`src/rtl/sync_fifo_wr_arbiter_if.sv`:
```
// Write-side bus between NUM_REQ producers, the round-robin arbiter and the
// FIFO write port. The lock vector exists only when FIFO_ARB_LOCK_EN is defined.
//
// Handshake: a producer raises req[i] with valid req_data slice i and holds both
// stable until gnt[i] is seen high at a rising edge; that same edge writes the
// word into the FIFO (fifo_w_en/fifo_wdata). fifo_full acts as the ready side:
// while it is high no grant is issued and every producer stalls.
interface sync_fifo_wr_arbiter_if #(
   parameter int NUM_REQ    = 4,
   parameter int DATA_WIDTH = 8
);
   logic [NUM_REQ-1:0]            req;
   logic [NUM_REQ*DATA_WIDTH-1:0] req_data;
`ifdef FIFO_ARB_LOCK_EN
   logic [NUM_REQ-1:0]            lock;
`endif
   logic [NUM_REQ-1:0]            gnt;
   logic                          fifo_full;
   logic                          fifo_w_en;
   logic [DATA_WIDTH-1:0]         fifo_wdata;

`ifdef FIFO_ARB_LOCK_EN
   // Arbiter side
   modport master (
      input  req, req_data, lock, fifo_full,
      output gnt, fifo_w_en, fifo_wdata
   );
   // Producer / FIFO side
   modport slave (
      output req, req_data, lock, fifo_full,
      input  gnt, fifo_w_en, fifo_wdata
   );
`else
   // Arbiter side
   modport master (
      input  req, req_data, fifo_full,
      output gnt, fifo_w_en, fifo_wdata
   );
   // Producer / FIFO side
   modport slave (
      output req, req_data, fifo_full,
      input  gnt, fifo_w_en, fifo_wdata
   );
`endif
endinterface

```
`src/rtl/sync_fifo_wr_arbiter.sv`:
```
// Round-robin write arbiter sharing one synchronous FIFO write port among
// NUM_REQ producers. Grant is combinational from a registered rotating pointer.
// Optional burst lock (ARB/LOCKED FSM) is built when FIFO_ARB_LOCK_EN is defined;
// without it the block is pure round-robin and state_o is constantly ARB.
module sync_fifo_wr_arbiter #(
   parameter  int NUM_REQ    = 4,
   parameter  int DATA_WIDTH = 8,
   localparam int IDW        = $clog2(NUM_REQ)
) (
   input  logic                     clk_i,
   input  logic                     rst_n_i,
   sync_fifo_wr_arbiter_if.master   bus,
   output logic [IDW-1:0]           last_gnt_id_o,
   output logic [15:0]              wr_count_o,
   output logic [IDW-1:0]           rr_ptr_o,
   output logic                     state_o
);

   localparam int PW = IDW + 1;

   typedef enum logic {
      ST_ARB    = 1'b0,
      ST_LOCKED = 1'b1
   } state_t;

   state_t                 state_q;
   logic [NUM_REQ-1:0]     req_eff;
   logic                   gnt_found;
   logic [IDW-1:0]         gnt_idx;
   logic [NUM_REQ-1:0]     gnt;
   logic [DATA_WIDTH-1:0]  wdata;
   logic [IDW-1:0]         rr_ptr_q, rr_ptr_d;
   logic [IDW-1:0]         last_gnt_id_q, last_gnt_id_d;
   logic [15:0]            wr_count_q, wr_count_d;

`ifdef FIFO_ARB_LOCK_EN
   state_t                 state_d;
   logic [IDW-1:0]         owner_q, owner_d;
   logic                   owner_hold;

   // FSM state register: burst owner survives until it drops req or lock
   always_ff @(posedge clk_i or negedge rst_n_i) begin
      if (!rst_n_i) begin
         state_q <= ST_ARB;
         owner_q <= '0;
      end else begin
         state_q <= state_d;
         owner_q <= owner_d;
      end
   end

   // FSM next state: a grant decides the state; a full FIFO freezes it
   always_comb begin
      state_d = state_q;
      owner_d = owner_q;
      if (gnt_found) begin
         if (bus.lock[gnt_idx]) begin
            state_d = ST_LOCKED;
            owner_d = gnt_idx;
         end else begin
            state_d = ST_ARB;
         end
      end else if ((state_q == ST_LOCKED) && !owner_hold && !bus.fifo_full) begin
         state_d = ST_ARB;
      end
   end

   // FSM output: while the owner still holds req and lock, mask everyone else
   always_comb begin
      owner_hold = (state_q == ST_LOCKED) && bus.req[owner_q] && bus.lock[owner_q];
      req_eff    = '0;
      for (int i = 0; i < NUM_REQ; i++) begin
         req_eff[i] = bus.req[i] && (!owner_hold || (owner_q == IDW'(i)));
      end
   end
`else
   assign state_q = ST_ARB;
   assign req_eff = bus.req;
`endif

   // Search upward from rr_ptr with wrap; no grant while full or in reset
   always_comb begin
      logic [PW-1:0] pos;
      pos       = '0;
      gnt_found = 1'b0;
      gnt_idx   = '0;
      for (int off = 0; off < NUM_REQ; off++) begin
         pos = {1'b0, rr_ptr_q} + PW'(off);
         if (pos >= PW'(NUM_REQ)) begin
            pos = pos - PW'(NUM_REQ);
         end
         if (!gnt_found && req_eff[pos[IDW-1:0]]) begin
            gnt_found = 1'b1;
            gnt_idx   = pos[IDW-1:0];
         end
      end
      if (bus.fifo_full || !rst_n_i) begin
         gnt_found = 1'b0;
      end
   end

   // One-hot grant and write-data mux; data reads zero when nothing is granted
   always_comb begin
      gnt   = '0;
      wdata = '0;
      for (int i = 0; i < NUM_REQ; i++) begin
         if (gnt_found && (gnt_idx == IDW'(i))) begin
            gnt[i] = 1'b1;
            wdata  = bus.req_data[i*DATA_WIDTH +: DATA_WIDTH];
         end
      end
   end

   // Pointer moves past the winner; id and count update only on a grant
   always_comb begin
      rr_ptr_d      = rr_ptr_q;
      last_gnt_id_d = last_gnt_id_q;
      wr_count_d    = wr_count_q;
      if (gnt_found) begin
         rr_ptr_d      = (gnt_idx == IDW'(NUM_REQ - 1)) ? '0 : gnt_idx + IDW'(1);
         last_gnt_id_d = gnt_idx;
         wr_count_d    = wr_count_q + 16'd1;
      end
   end

   // Arbiter bookkeeping registers
   always_ff @(posedge clk_i or negedge rst_n_i) begin
      if (!rst_n_i) begin
         rr_ptr_q      <= '0;
         last_gnt_id_q <= '0;
         wr_count_q    <= '0;
      end else begin
         rr_ptr_q      <= rr_ptr_d;
         last_gnt_id_q <= last_gnt_id_d;
         wr_count_q    <= wr_count_d;
      end
   end

   assign bus.gnt        = gnt;
   assign bus.fifo_w_en  = gnt_found;
   assign bus.fifo_wdata = wdata;

   assign last_gnt_id_o  = last_gnt_id_q;
   assign wr_count_o     = wr_count_q;
   assign rr_ptr_o       = rr_ptr_q;
   assign state_o        = state_q;

endmodule

```
`src/flat_wrapper.sv`:
```
// flat-port wrapper written by rule: the top's interface ports become plain ports
module sync_fifo_wr_arbiter_flat 
#(
   parameter  int NUM_REQ    = 4,
   parameter  int DATA_WIDTH = 8,
   localparam int IDW        = $clog2(NUM_REQ)
)
  (clk_i, rst_n_i, last_gnt_id_o, wr_count_o, rr_ptr_o, state_o, bus_req, bus_req_data, bus_fifo_full, bus_gnt, bus_fifo_w_en, bus_fifo_wdata);
  sync_fifo_wr_arbiter_if #(.NUM_REQ(NUM_REQ), .DATA_WIDTH(DATA_WIDTH)) bus_i ();
  input  logic clk_i;
  input  logic rst_n_i;
  output logic [IDW-1:0] last_gnt_id_o;
  output logic [15:0] wr_count_o;
  output logic [IDW-1:0] rr_ptr_o;
  output logic state_o;
  input wire logic [$bits(bus_i.req)-1:0] bus_req;
  input wire logic [$bits(bus_i.req_data)-1:0] bus_req_data;
  input wire logic [$bits(bus_i.fifo_full)-1:0] bus_fifo_full;
  output wire logic [$bits(bus_i.gnt)-1:0] bus_gnt;
  output wire logic [$bits(bus_i.fifo_w_en)-1:0] bus_fifo_w_en;
  output wire logic [$bits(bus_i.fifo_wdata)-1:0] bus_fifo_wdata;
  assign bus_i.req = bus_req;
  assign bus_i.req_data = bus_req_data;
  assign bus_i.fifo_full = bus_fifo_full;
  assign bus_gnt = bus_i.gnt;
  assign bus_fifo_w_en = bus_i.fifo_w_en;
  assign bus_fifo_wdata = bus_i.fifo_wdata;
  sync_fifo_wr_arbiter #(.NUM_REQ(NUM_REQ), .DATA_WIDTH(DATA_WIDTH)) u_core (.clk_i(clk_i), .rst_n_i(rst_n_i), .bus(bus_i), .last_gnt_id_o(last_gnt_id_o), .wr_count_o(wr_count_o), .rr_ptr_o(rr_ptr_o), .state_o(state_o));
endmodule
```
`config.mk`:
```
export PLATFORM = sky130hd
export DESIGN_NAME = sync_fifo_wr_arbiter_flat
export DESIGN_NICKNAME = d
export VERILOG_FILES = /design/src/rtl/sync_fifo_wr_arbiter_if.sv /design/src/rtl/sync_fifo_wr_arbiter.sv /design/src/flat_wrapper.sv
export SDC_FILE = /design/constraint.sdc
export NUM_CORES = 1
export LEC_CHECK = 0
export CAP_MARGIN = 5
export CORE_MARGIN = 10
export CORE_UTILIZATION = 42
export DETAILED_ROUTE_END_ITERATION = 10
export PLACE_DENSITY = 0.85
export SLEW_MARGIN = 10
export SYNTH_ARGS = -nofsm -noshare
export SYNTH_HDL_FRONTEND = slang
export SYNTH_SLANG_ARGS = --single-unit
```
`constraint.sdc`:
```
create_clock -name clk_i -period 5 [get_ports clk_i]
set_input_delay 0.75 -clock clk_i [delete_from_list [all_inputs] [get_ports clk_i]]
set_output_delay 0.75 -clock clk_i [all_outputs]
set_load 0.03 [all_outputs]
```
==> metrics.csv, run 1 <==
stage;metric;value;unit
timing;Final WS setup;334;ps
grt;GRT Overall Usage;14.0;%
synthesis;mux share of post-synthesis cell area;1.94;%
pwr;leak pwr;0.982;nW
timing;Final Critical Period;4670;ps
place;dpl hpwl;3320;um
clock_tree;Worst-Skew Late Latency;300;ps
timing;Post-Route Setup TNS;0;ps
clock_tree;Root Buffer;clkbuf_4;
floorplanning;Core Area;3080;sq um
floorplanning;die span in y;76.8;um
timing;RSZ-0062 raised after global routing;false;
drt;initial DRC count;75;
clock_tree;CTS tree;done;
synthesis;Mapped Nets;200;
timing;Slew @ Worst Pin;587;ps
synthesis;Post-Synthesis Cells;156;
grt;pin count of the biggest net entering global routing;22;
drt;final routed DRC violation total;0;
synthesis;Seq/Total Area, Yosys;36.9;%
place;IO buf count;71;
setup_path;CP Capture Type;primary output;
timing;Max Fclk;214;MHz
setup_path;worst path required time;4250;ps
clock_tree;hold_buf cts;0;
grt;vias in the first global route;1341;
pwr;Max IR drop VDD;0.280;mV
drt;DR WL/cell;15.5;um
timing;Finish-stage setup viols;0;
synthesis;total number of yosys warnings;0;
finish;layout cells sized above 1;5.31;%
timing;Setup Skew;6.02;ps
finish;final core utilization;69.9;%
drt;via/cell ratio;5.01;
drt;DRT antenna net count;0;
timing;endpoints failing hold;0;
clock_tree;Sink Count;20;
floorplanning;Die Area;5900;sq um
clock_tree;CTS buffer count;3;
clock_tree;clk slew on worst S/H paths;110;ps
hold_path;Hold Crit Class;register to register;
grt;first-pass GRT wire length;6980;um
finish;synth-to-layout area growth;58.7;%
synthesis;Simple-Gate Fraction of Synth Area;21.6;%
synthesis;flops & latches, synth;20;
synthesis;compound-gate portion of the synthesized area;16.9;%
synthesis;synth unique cells;33;
floorplanning;Initial Util;44.1;%
synthesis;Post-Syn Area per Cell;8.69;sq um
setup_path;crit path DAT;3920;ps
status;status;finished, final reports clean;
setup_path;critical path class;primary input to primary output;
synthesis;Post-Synth Adder-Cell Area;4.61;%
grt;total grt overflow;0;
setup_path;type of element launching the critical path;primary input;
finish;final net count;271;
timing;Slew Limit Fails;0;
setup_path;CP Max Fanout;7;
floorplanning;Die W;76.8;um
place;gpl congestion;0.805;
clock_tree;buffer count from post-CTS setup fixing;0;
job;MaxCap Viol Count;0;
finish;Fill cells;252;
clock_tree;htree depth;1;
floorplanning;I/O Pins;73;
pwr;PwrDens;378;nW/um^2
finish;# diodes;0;
grt;initial antenna violation count;0;
clock_tree;deepest clock path buffer count;2;
floorplanning;row count;20;
synthesis;Post-Synth XOR/XNOR Area;9.69;%
drt;Via Count;1352;
timing;Slew headroom;60.9;%
drt;detailed-route wire length;4180;um
clock_tree;cts repair resizes;0;
timing;final worst-path cycle share;93.3;%
drt;drt pass-1 iters;6;
synthesis;largest family of logic cells by synthesized area;simple AND/OR/NAND/NOR gates;
synthesis;Mapped Area;1360;sq um
place;pre-CTS WS;346;ps
==> path summary, 6_finish.rpt <==
| path | start | end | slack, ps | depth (start not counted) |
|---|---|---|---|---|
| min in group asynchronous | rst_n_i | u_core.wr_count_o[12] | 770 | 2 |
| worst max-delay path | bus_req[0] | bus_fifo_wdata[5] | 330 | 9 |
| max in group asynchronous | rst_n_i | u_core.wr_count_o[3] | 4030 | 2 |
| worst min-delay path | u_core.wr_count_o[15] | u_core.wr_count_o[15] | 480 | 1 |
| worst max register to register | u_core.rr_ptr_o[1] | u_core.rr_ptr_o[1] | 2970 | 6 |
| worst min register to register | u_core.wr_count_o[15] | u_core.wr_count_o[15] | 480 | 1 |
==> area by class of cell <==
type                    instances  area, sq um  area share, %
multi-input cells             112          746           34.7
repair buffers                 74          733           34.1
flip-flops and latches         20          500           23.3
inverters                      16         65.1           3.02
well taps                      44         55.1           2.56
clock inverters                 1         30.0           1.40
clock buffers                   3         22.5           1.05
==> kinds of logic after synthesis <==
logic type / count (synthesis)
other: 1
and+or+nand+nor: 56
adders and majority gates: 5
xor gates and xnor gates: 15
DFF: 20
muxes: 2
buffers and inverters: 24
AOI/OAI and AO/OA: 33
==> worst max-delay path, cell delays in order <==
cell and delay [ps]:
clkdlybuf4s50_1 470, or4_1 590, and2_1 190, ha_1 190, nor2b_1 430, a221oi_1 160, a211o_1 300, a21oi_1 140
clkdlybuf4s50_1 710
==> per-layer routing <==
| metal | track usage [%] | routed length [um] | share of wire [%] | vias to the layer above |
|---|---|---|---|---|
| met4 | 4.83 | 63 | 1.5 | 0 |
| li1 | - | - | - | 679 |
| met2 | 24.8 | 2130 | 51 | 38 |
| met3 | 2.68 | 181 | 4.3 | 4 |
| met1 | 16.2 | 1810 | 43 | 631 |
| met5 | 0 | 0 | 0 | - |
==> sequential cells by signal, indices dropped and copies added (netlist names) <==
register,cells
u_core.last_gnt_id_o,2
u_core.rr_ptr_o,2
u_core.wr_count_o,16
==> stage by stage <==
stage          cell area [sq um]  cells  power (W)  hold slack (ps)
2_1_floorplan               1360    156   0.000510              454
3_3_place_gp                2100    266   0.000681              458
3_5_place_dp                2100    266   0.000687              462
4_1_cts                     2150    270   0.000819              482
5_1_grt                     2150    270   0.000866              492
6_report                    2150    270   0.000813              478
==> Yosys cell counts <==
library cell	count	area, sq um
nor3_1	8	40.0
ha_1	5	62.6
a21o_1	1	7.51
conb_1	1	3.75
o22ai_1	2	12.5
clkbuf_1	5	18.8
mux2_4	1	15.0
a22oi_1	1	7.51
dfrtp_1	20	500
and2_1	2	12.5
mux2_2	1	11.3
nor4_1	2	12.5
inv_1	15	56.3
nor2b_1	1	6.26
a221oi_1	8	70.1
and4_1	2	17.5
nand4_2	1	12.5
nand4_1	1	6.26
buf_4	2	15.0
nand3_1	4	20.0
and3_1	4	25.0
a211o_1	7	61.3
nand2_1	23	86.3
xor2_1	9	78.8
a21oi_1	12	60.1
inv_6	1	8.76
o21ai_0	2	10.0
xnor2_1	6	52.6
buf_6	1	11.3
or4_1	1	7.51
nor2_1	5	18.8
and2b_1	1	7.51
nand2_8	1	20.0
==> cells in the final DEF, fill, tap and decap left out, types with 2 or more instances in the layout <==
master           synthesis  routed
nor2_1                   5       5
nor4_1                   2       2
and2_1                   2       2
o22ai_1                  2       2
clkdlybuf4s50_1          0      71
xnor2_1                  6       6
o21ai_0                  2       2
inv_1                   15      15
a211o_1                  7       7
and4_1                   2       2
ha_1                     5       5
buf_4                    2       3
xor2_1                   9       9
dfrtp_1                 20      20
nand3_1                  4       4
clkbuf_4                 0       3
nand2_1                 23      23
and3_1                   4       4
nor3_1                   8       8
a221oi_1                 8       8
a21oi_1                 12      12
==> report_power, final <==
group	leakage [nW]	internal [W]	total [W]	switching, W
clock network	0.0279	0.0000811	0.000130	0.0000494
registers	0.245	0.000195	0.000238	0.0000431
logic	0.709	0.000202	0.000444	0.000242
(Power assumes the default switching activity.)
==> inputs of run 2 (changes only) <==
--- a/config.mk
+++ b/config.mk
@@ -6,9 +6,9 @@
 export NUM_CORES = 1
 export LEC_CHECK = 0
 export CAP_MARGIN = 5
-export CORE_MARGIN = 10
 export CORE_UTILIZATION = 42
 export DETAILED_ROUTE_END_ITERATION = 10
+export HOLD_SLACK_MARGIN = 0.15
 export PLACE_DENSITY = 0.85
 export SLEW_MARGIN = 10
 export SYNTH_ARGS = -nofsm -noshare
==> metrics.csv, run 2 (synthesis gave the netlist of run 1 again) <==
stage;metric;value;unit;change
finish;max FFs per register;16;;unchanged
place;Placed Cells incl. Taps;267;;+0.38%
clock_tree;Sink Count;20;;unchanged
clock_tree;deepest clock path buffer count;2;;unchanged
timing;Setup Skew;3.99;ps;-2.03 ps
timing;Slew Limit Fails;0;;unchanged
pwr;Final Total Pwr;0.000812;W;-0.14%
floorplanning;Initial Util;44.4;%;+0.36 points
floorplanning;row count;20;;unchanged
timing;Slew @ Worst Pin;580;ps;-7.33 ps
setup_path;crit-path most repeated cell;clkdlybuf4s50_1;;
clock_tree;Worst-Skew Late Latency;300;ps;about the same
setup_path;worst path buffer plus inverter count;3;;+1
grt;vias in the first global route;1255;;-6.4%
drt;DR WL/cell;13.6;um;-12%
drt;final routed DRC violation total;0;;unchanged
setup_path;Worst path top cell family by delay;buffers and inverters;;
timing;Slew headroom;61.4;%;+0.49 points
place;dpl hpwl;2850;um;-14%
drt;initial DRC count;78;;+4.0%
clock_tree;buffer count from post-CTS setup fixing;0;;unchanged
clock_tree;hold_buf cts;0;;unchanged
timing;Max Fclk;211;MHz;-1.4%
setup_path;CP Cell Sequence;clkdlybuf4s50_1 > or4_1 > buf_4 > nand2_1 > ha_1 > nor2b_1 > a221oi_1 > a211o_1 > a21oi_1 > clkdlybuf4s50_1;;
grt;first-pass GRT wire length;5920;um;-15%
pwr;PwrDens;376;nW/um^2;-0.49%
setup_path;Slowest cell on crit path;clkdlybuf4s50_1;;
clock_tree;CTS tree;done;;
grt;initial antenna violation count;0;;unchanged
setup_path;critical path class;primary input to primary output;;
timing;RSZ-0062 raised after global routing;false;;
finish;# diodes;0;;unchanged
finish;fin cells;271;;+0.37%
grt;total grt overflow;0;;unchanged
drt;via/cell ratio;5.02;;+0.22%
pwr;Max IR drop VDD;0.337;mV;+20%
pwr;leak pwr;0.987;nW;+0.48%
job;MaxCap Viol Count;0;;unchanged
setup_path;CP Max Fanout;7;;unchanged
finish;layout cells sized above 1;5.73;%;+0.42 points
clock_tree;htree depth;1;;unchanged
setup_path;CP max stage delay;690;ps;-20 ps
status;status;finished, final reports clean;;
clock_tree;CTS buffer count;3;;unchanged
hold_path;Hold Crit Class;register to register;;
drt;Via Count;1360;;+0.59%
floorplanning;die span in y;58.8;um;-23%
setup_path;type of element launching the critical path;primary input;;
floorplanning;Core Area;3050;sq um;-0.81%
timing;Finish-stage setup viols;0;;unchanged
clock_tree;Root Buffer;clkbuf_4;;
timing;endpoints failing hold;0;;unchanged
grt;GRT Overall Usage;22.0;%;+8.0 points
finish;final net count;272;;+0.37%
clock_tree;cts repair resizes;0;;unchanged
drt;detailed-route wire length;3680;um;-12%
finish;commonest non-fill, non-tap cell in the layout;clkdlybuf4s50_1;;
drt;drt pass-1 iters;4;;-2
timing;Final Critical Period;4730;ps;+67.3 ps
setup_path;crit path DAT;3980;ps;+60 ps
setup_path;worst path required time;4250;ps;about the same
setup_path;CP Capture Type;primary output;;
clock_tree;clk slew on worst S/H paths;110;ps;about the same
timing;Post-Route Setup TNS;0;ps;unchanged
grt;pin count of the biggest net entering global routing;22;;unchanged
timing;final worst-path cycle share;94.7;%;+1.3 points
finish;most used cells in the layout excluding fill and tap cells;clkdlybuf4s50_1, nand2_1, dfrtp_1;;
place;IO buf count;71;;unchanged
drt;DRT antenna net count;0;;unchanged
finish;synth-to-layout area growth;59.2;%;
floorplanning;Die Area;3460;sq um;-41%
place;gpl congestion;0.755;;-6.2%
floorplanning;Die W;58.8;um;-23%
floorplanning;I/O Pins;73;;unchanged
## run 2: cell count changes in the layout (fill, tap and decap cells not counted), sizes merged
cell / before / now
buf: 3 / 4
## run 2: routing by layer
metal | track usage (%) | part of all wire [%] | vias to the layer above
met1 | 28.6 | 43 | 634
met4 | 4.08 | 0.98 | 0
met5 | 0 | 0 | -
met2 | 38.1 | 50 | 44
li1 | - | - | 678
met3 | 4.40 | 5.7 | 4
## run 2: power by group
part           switching, W  internal, W
clock             0.0000492    0.0000810
sequential        0.0000422     0.000195
combinational      0.000238     0.000206
total              0.000330     0.000482
## run 2: worst register-to-register path: stages, from the launching register on
cell and delay [ps]:
dfrtp_1 480, mux2_2 360, a221oi_1 360, and2_1 210, ha_1 230, nand2_1 60, nand2_1 40
## run 2: path summary, 6_finish.rpt
| kind | start | to | slack [ps] | cells after the start |
|---|---|---|---|---|
| worst min register to register | u_core.wr_count_o[15] | u_core.wr_count_o[15] | 490 | 1 |
| max in group asynchronous | rst_n_i | u_core.last_gnt_id_o[1] | 4000 | 2 |
| worst max-delay path | bus_req[0] | bus_fifo_wdata[1] | 270 | 10 |
| worst min-delay path | u_core.wr_count_o[15] | u_core.wr_count_o[15] | 490 | 1 |
| min in group asynchronous | rst_n_i | u_core.wr_count_o[15] | 790 | 2 |
| worst max register to register | u_core.rr_ptr_o[1] | u_core.rr_ptr_o[1] | 3180 | 6 |
## run 2: through the flow
stage / util (%) / hold slack, ps / worst slack [ps] / cell area, sq um
final: 70.7 / 490 / 267 / 2160
after global routing: 70.7 / 515 / 56.2 / 2160
after CTS: 70.7 / 489 / 260 / 2160
after detailed placement: 69.0 / 471 / 265 / 2110
after global placement: 69.0 / 458 / 343 / 2110
after floorplan: - / 454 / 1310 / 1360
## run 2: final cells by class
class | count | area, sq um
Fill cell | 249 | 893
Tap cell | 44 | 55.1
Clock inverter | 1 | 30.0
Timing Repair Buffer | 75 | 741
Multi-Input combinational cell | 112 | 746
Sequential cell | 20 | 500
Clock buffer | 3 | 22.5
Inverter | 16 | 65.1
==> inputs of run 3 (changes only) <==
--- a/config.mk
+++ b/config.mk
@@ -6,10 +6,11 @@
 export NUM_CORES = 1
 export LEC_CHECK = 0
 export CAP_MARGIN = 5
-export CORE_UTILIZATION = 42
+export CORE_UTILIZATION = 40
 export DETAILED_ROUTE_END_ITERATION = 10
+export GPL_TIMING_DRIVEN = 0
 export HOLD_SLACK_MARGIN = 0.15
-export PLACE_DENSITY = 0.85
+export PLACE_DENSITY = 0.82
 export SLEW_MARGIN = 10
 export SYNTH_ARGS = -nofsm -noshare
 export SYNTH_HDL_FRONTEND = slang
==> metrics.csv, run 3 (synthesis gave the netlist of run 1 again) <==
stage;metric;value;unit;change
drt;DRT antenna net count;0;;unchanged
clock_tree;deepest clock path buffer count;2;;unchanged
pwr;leak pwr;0.988;nW;about the same
grt;GR Layer Usage met2;33.9;%;-4.2 points
finish;synth-to-layout area growth;59.7;%;
setup_path;critical path class;primary input to primary output;;
timing;Setup Skew;5.41;ps;+1.42 ps
timing;Slew @ Worst Pin;895;ps;+315 ps
clock_tree;Sink Count;20;;unchanged
grt;pin count of the biggest net entering global routing;22;;unchanged
job;MaxCap Viol Count;0;;unchanged
grt;GRT Overall Usage;21.7;%;-0.31 points
place;Placed Cells incl. Taps;271;;+1.5%
setup_path;worst path required time;4250;ps;about the same
grt;vias in the first global route;1209;;-3.7%
finish;layout cells sized above 1;6.06;%;+0.33 points
timing;final worst-path cycle share;95.7;%;+1.0 points
grt;first-pass GRT wire length;5890;um;-0.59%
place;IO buf count;71;;unchanged
setup_path;CP Cell Sequence;clkdlybuf4s50_1 > or4_1 > buf_6 > and2_1 > ha_1 > nor2b_1 > a221oi_1 > a211o_1 > a21oi_1 > clkdlybuf4s50_1;;
setup_path;crit-path most repeated cell;clkdlybuf4s50_1;;
hold_path;cell count of the worst hold path;1;;unchanged
place;gpl congestion;0.754;;about the same
drt;final routed DRC violation total;0;;unchanged
finish;fin cells;275;;+1.5%
grt;total grt overflow;0;;unchanged
hold_path;Hold EP;u_core.wr_count_o[15];;
drt;drt pass-1 iters;4;;unchanged
floorplanning;I/O Pins;73;;unchanged
clock_tree;htree depth;1;;unchanged
timing;Post-Route Setup TNS;0;ps;unchanged
timing;Finish-stage setup viols;0;;unchanged
setup_path;CP Capture Type;primary output;;
hold_path;hold path startpoint;u_core.wr_count_o[15];;
setup_path;Slowest cell on crit path;clkdlybuf4s50_1;;
timing;endpoints failing hold;0;;unchanged
pwr;Max IR drop VDD;0.310;mV;-8.1%
setup_path;Crit path depth;10;;unchanged
floorplanning;Initial Util;43.4;%;-1.1 points
drt;DR WL/cell;13.8;um;+1.4%
setup_path;Worst path top cell family by delay;buffers and inverters;;
grt;grt met1 use;30.2;%;+1.6 points
place;dpl hpwl;2850;um;-0.11%
hold_path;Hold Crit Class;register to register;;
setup_path;reg2reg end;u_core.rr_ptr_o[1];;
grt;initial antenna violation count;0;;unchanged
setup_path;FF-to-FF path depth;6;;unchanged
clock_tree;clk slew on worst S/H paths;100;ps;about the same
finish;most used cells in the layout excluding fill and tap cells;clkdlybuf4s50_1, nand2_1, dfrtp_1;;
finish;max FFs per register;16;;unchanged
timing;Slew headroom;40.2;%;-21 points
pwr;PwrDens;360;nW/um^2;-4.2%
finish;final net count;276;;+1.5%
status;status;finished, final reports clean;;
clock_tree;buffer count from post-CTS setup fixing;0;;unchanged
finish;commonest non-fill, non-tap cell in the layout;clkdlybuf4s50_1;;
setup_path;CP Max Fanout;8;;+1
clock_tree;CTS tree;done;;
floorplanning;die span in y;60.2;um;+2.4%
setup_path;crit path DAT;4040;ps;+60 ps
timing;RSZ-0062 raised after global routing;false;;
setup_path;type of element launching the critical path;primary input;;
clock_tree;Root Buffer;clkbuf_4;;
timing;Slew Limit Fails;0;;unchanged
clock_tree;Worst-Skew Late Latency;300;ps;about the same
grt;GR peak layer;met2;;
floorplanning;Die W;60.2;um;+2.4%
clock_tree;CTS buffer count;3;;unchanged
drt;initial DRC count;54;;-31%
drt;Via Count;1375;;+1.1%
floorplanning;Die Area;3630;sq um;+4.8%
drt;detailed-route wire length;3780;um;+2.9%
setup_path;flop2flop setup slack;3100;ps;-80 ps
timing;Final Critical Period;4790;ps;+51.6 ps
grt;grt met3 use;4.33;%;-0.067 points
floorplanning;row count;20;;unchanged
setup_path;CP max stage delay;700;ps;about the same
setup_path;worst r2r src;u_core.rr_ptr_o[1];;
floorplanning;Core Area;3130;sq um;+2.5%
drt;via/cell ratio;5.00;;-0.37%
setup_path;worst path buffer plus inverter count;3;;unchanged
timing;Max Fclk;209;MHz;-1.1%
finish;# diodes;0;;unchanged
==> run 3: changes by cell type in the layout (fill, tap and decap cells not counted), sizes merged <==
cell / previous run / this run
bufinv: 1 / 0
buf: 4 / 3
clkbuf: 3 / 9
==> run 3: layout make-up <==
cell class,instances,area (sq um)
fill,257,962
inverter,16,65.1
timing repair buffer,71,711
multi-input combinational,112,752
buffer,8,46.3
sequential,20,500
clock buffer,4,36.3
tap,44,55.1
==> run 3: routing by layer <==
layer | vias up | part of all wire [%] | wire length (um)
li1 | 694 | - | -
met1 | 634 | 46 | 1740
met2 | 45 | 48 | 1800
met3 | 2 | 5.7 | 217
met4 | 0 | 0.74 | 28
met5 | - | 0 | 0
==> run 3: metrics by stage <==
stage	util, %	area, sq um	hold WS [ps]	total power (W)	setup WS, ps
finish	69.2	2170	488	0.000780	215
global route	69.2	2170	502	0.000835	51.4
CTS	69.0	2160	495	0.000783	87.0
detailed placement	67.8	2120	472	0.000688	119
global placement	67.8	2120	456	0.000680	166
floorplan	-	1360	454	0.000510	1310
==> run 3: worst register-to-register path, stage by stage (launching register included) <==
cell	delay, ps
dfrtp_1	480
mux2_2	380
a221oi_2	390
and2_1	220
ha_1	240
nand2_1	60
nand2_1	40
==> run 3: worst max path at each step <==
| stage | startpoint | to | slack [ps] |
|---|---|---|---|
| 2_1_floorplan | bus_req[0] | bus_fifo_wdata[0] | 1310 |
| 3_3_place_gp | bus_req[0] | bus_fifo_wdata[7] | 170 |
| 3_5_place_dp | bus_req[0] | bus_fifo_wdata[7] | 120 |
| 4_1_cts | bus_req[0] | bus_fifo_wdata[7] | 90 |
| 5_1_grt | bus_req[0] | bus_fifo_wdata[4] | 50 |
| 6_report | bus_req[0] | bus_fifo_wdata[7] | 210 |
==> run 3: where the power goes <==
| part | internal (W) | leakage (nW) | switching (W) | total (W) |
|---|---|---|---|---|
| Clock | 0.0000444 | 0.0210 | 0.0000476 | 0.0000920 |
| Sequential | 0.000195 | 0.245 | 0.0000425 | 0.000237 |
| Combinational | 0.000203 | 0.721 | 0.000248 | 0.000451 |
| Total | 0.000442 | 0.988 | 0.000338 | 0.000780 |
==> run 3: repair_timing <==
action,4_1_cts,5_1_grt
endpoints found under the setup margin,0,9
gates resized for setup,0,3
hold buffers,0,0
==> RTL edit, RTL diff (settings of run 1) <==
`DATA_WIDTH` is set to 8 in 3 places; all go to 9.
--- a/src/rtl/sync_fifo_wr_arbiter_if.sv
+++ b/src/rtl/sync_fifo_wr_arbiter_if.sv
@@ -9,3 +9,3 @@
    parameter int NUM_REQ    = 4,
-   parameter int DATA_WIDTH = 8
+   parameter int DATA_WIDTH = 9
 );
--- a/src/rtl/sync_fifo_wr_arbiter.sv
+++ b/src/rtl/sync_fifo_wr_arbiter.sv
@@ -6,3 +6,3 @@
    parameter  int NUM_REQ    = 4,
-   parameter  int DATA_WIDTH = 8,
+   parameter  int DATA_WIDTH = 9,
    localparam int IDW        = $clog2(NUM_REQ)
--- a/src/flat_wrapper.sv
+++ b/src/flat_wrapper.sv
@@ -4,3 +4,3 @@
    parameter  int NUM_REQ    = 4,
-   parameter  int DATA_WIDTH = 8,
+   parameter  int DATA_WIDTH = 9,
    localparam int IDW        = $clog2(NUM_REQ)
Ports: changed (resized bus_fifo_wdata and bus_req_data); port bits go from 73 to 78. The function was not compared with the original's and may differ.
==> RTL edit against run 1 <==
Register-to-register slack improved by 0.21 ns. Count of clock-buffer cells in the layout did not move. Die area increased by 3.1%. Worst setup slack lost 0.071 ns. Design area grew 4.4%. Wire length increased by 0.86%. Sequential cell count unchanged. First-iteration DRC count unchanged. Total power up 2.2%. Synthesized area is 4.2% higher. Core utilization fell by 1.5 points. Maximum frequency fell by 1.5%.
==> RTL edit: results <==
group,metric,value,unit
outcome,status,"finished, final reports clean",
final_layout,multi_input_gates,116,
logic_synthesis,synth_common_cells,"nand2_1 (22), dfrtp_1 (20), a21oi_1 (14)",
drt,met2_length,1920,um
setup_path,cp_max_fo,8,
power,sw_frac_of_total,0.414,
logic_synthesis,synthTopCellsByArea,"dfrtp_1 (35%), nand2_1 (5.8%), xnor2_1 (5.6%), a211o_1 (5.0%), a21oi_1 (5.0%)",
final_layout,buffers_excl_clock,79,
final_layout,finalNetCount,281,
final_layout,nNonClkInverters,13,
final_layout,fillers,261,
drt,drt_iter0_markers,75,
drt,met1_length,1690,um
setup_path,cp_top_family,"buffers and inverters",
placed_design,dpl.hpwl,3500,um
drt,first_pass_iters,4,
placed_design,place_congestion,0.758,
placed_design,io_buffers,76,
setup_path,crit_end,"bus_fifo_wdata[6]",
timing,clock_skew,0.000917,ns
final_layout,clkCellAreaFrac,0.0234,
global_route,grt_start_max_net_pins,23,
drt,viasPerCell,5.05,
final_layout,drive_gt1_frac,0.0603,
timing,worst_pin_slew,0.645,ns
global_route,grt_pass1_wl,7000,um
final_layout,seq_share,0.223,
logic_synthesis,yosysSeqAreaShare,0.354,
global_route,met2_usage,0.217,
final_layout,multi_input_area,802,um^2
setup_path,r2r_slack,3.18,ns
global_route,grt_usage,0.135,
power,ir_worst_vdd,0.155,mV
RTL edit: changes by cell type in the layout (fill, tap and decap cells not counted), sizes merged, moves of 3 or more:
cell	change
xnor2	+3
nor4	+3
and3	-3
xor2	-3
clkdlybuf4s50	+5
nand2b	+3
inv	-3
nor3	-5
RTL edit: stage by stage:
stage | instances | area [um^2] | hold slack [ns] | setup slack [ns]
3_3_place_gp | 274 | 2190 | 0.456 | 0.364
4_1_cts | 278 | 2250 | 0.491 | 0.267
5_1_grt | 278 | 2250 | 0.510 | 0.0540
2_1_floorplan | 159 | 1410 | 0.454 | 1.47
6_report | 278 | 2250 | 0.479 | 0.263
3_5_place_dp | 274 | 2190 | 0.473 | 0.282
RTL edit: logic make-up after synthesis:
logic type,after synthesis,share of synthesized area
xor gates and xnor gates,15,0.0929
other,1,0.00265
DFF,20,0.354
buffers and inverters,23,0.0788
and+or+nand+nor,58,0.239
AOI/OAI and AO/OA,35,0.171
adders and majority gates,5,0.0442
muxes,2,0.0177
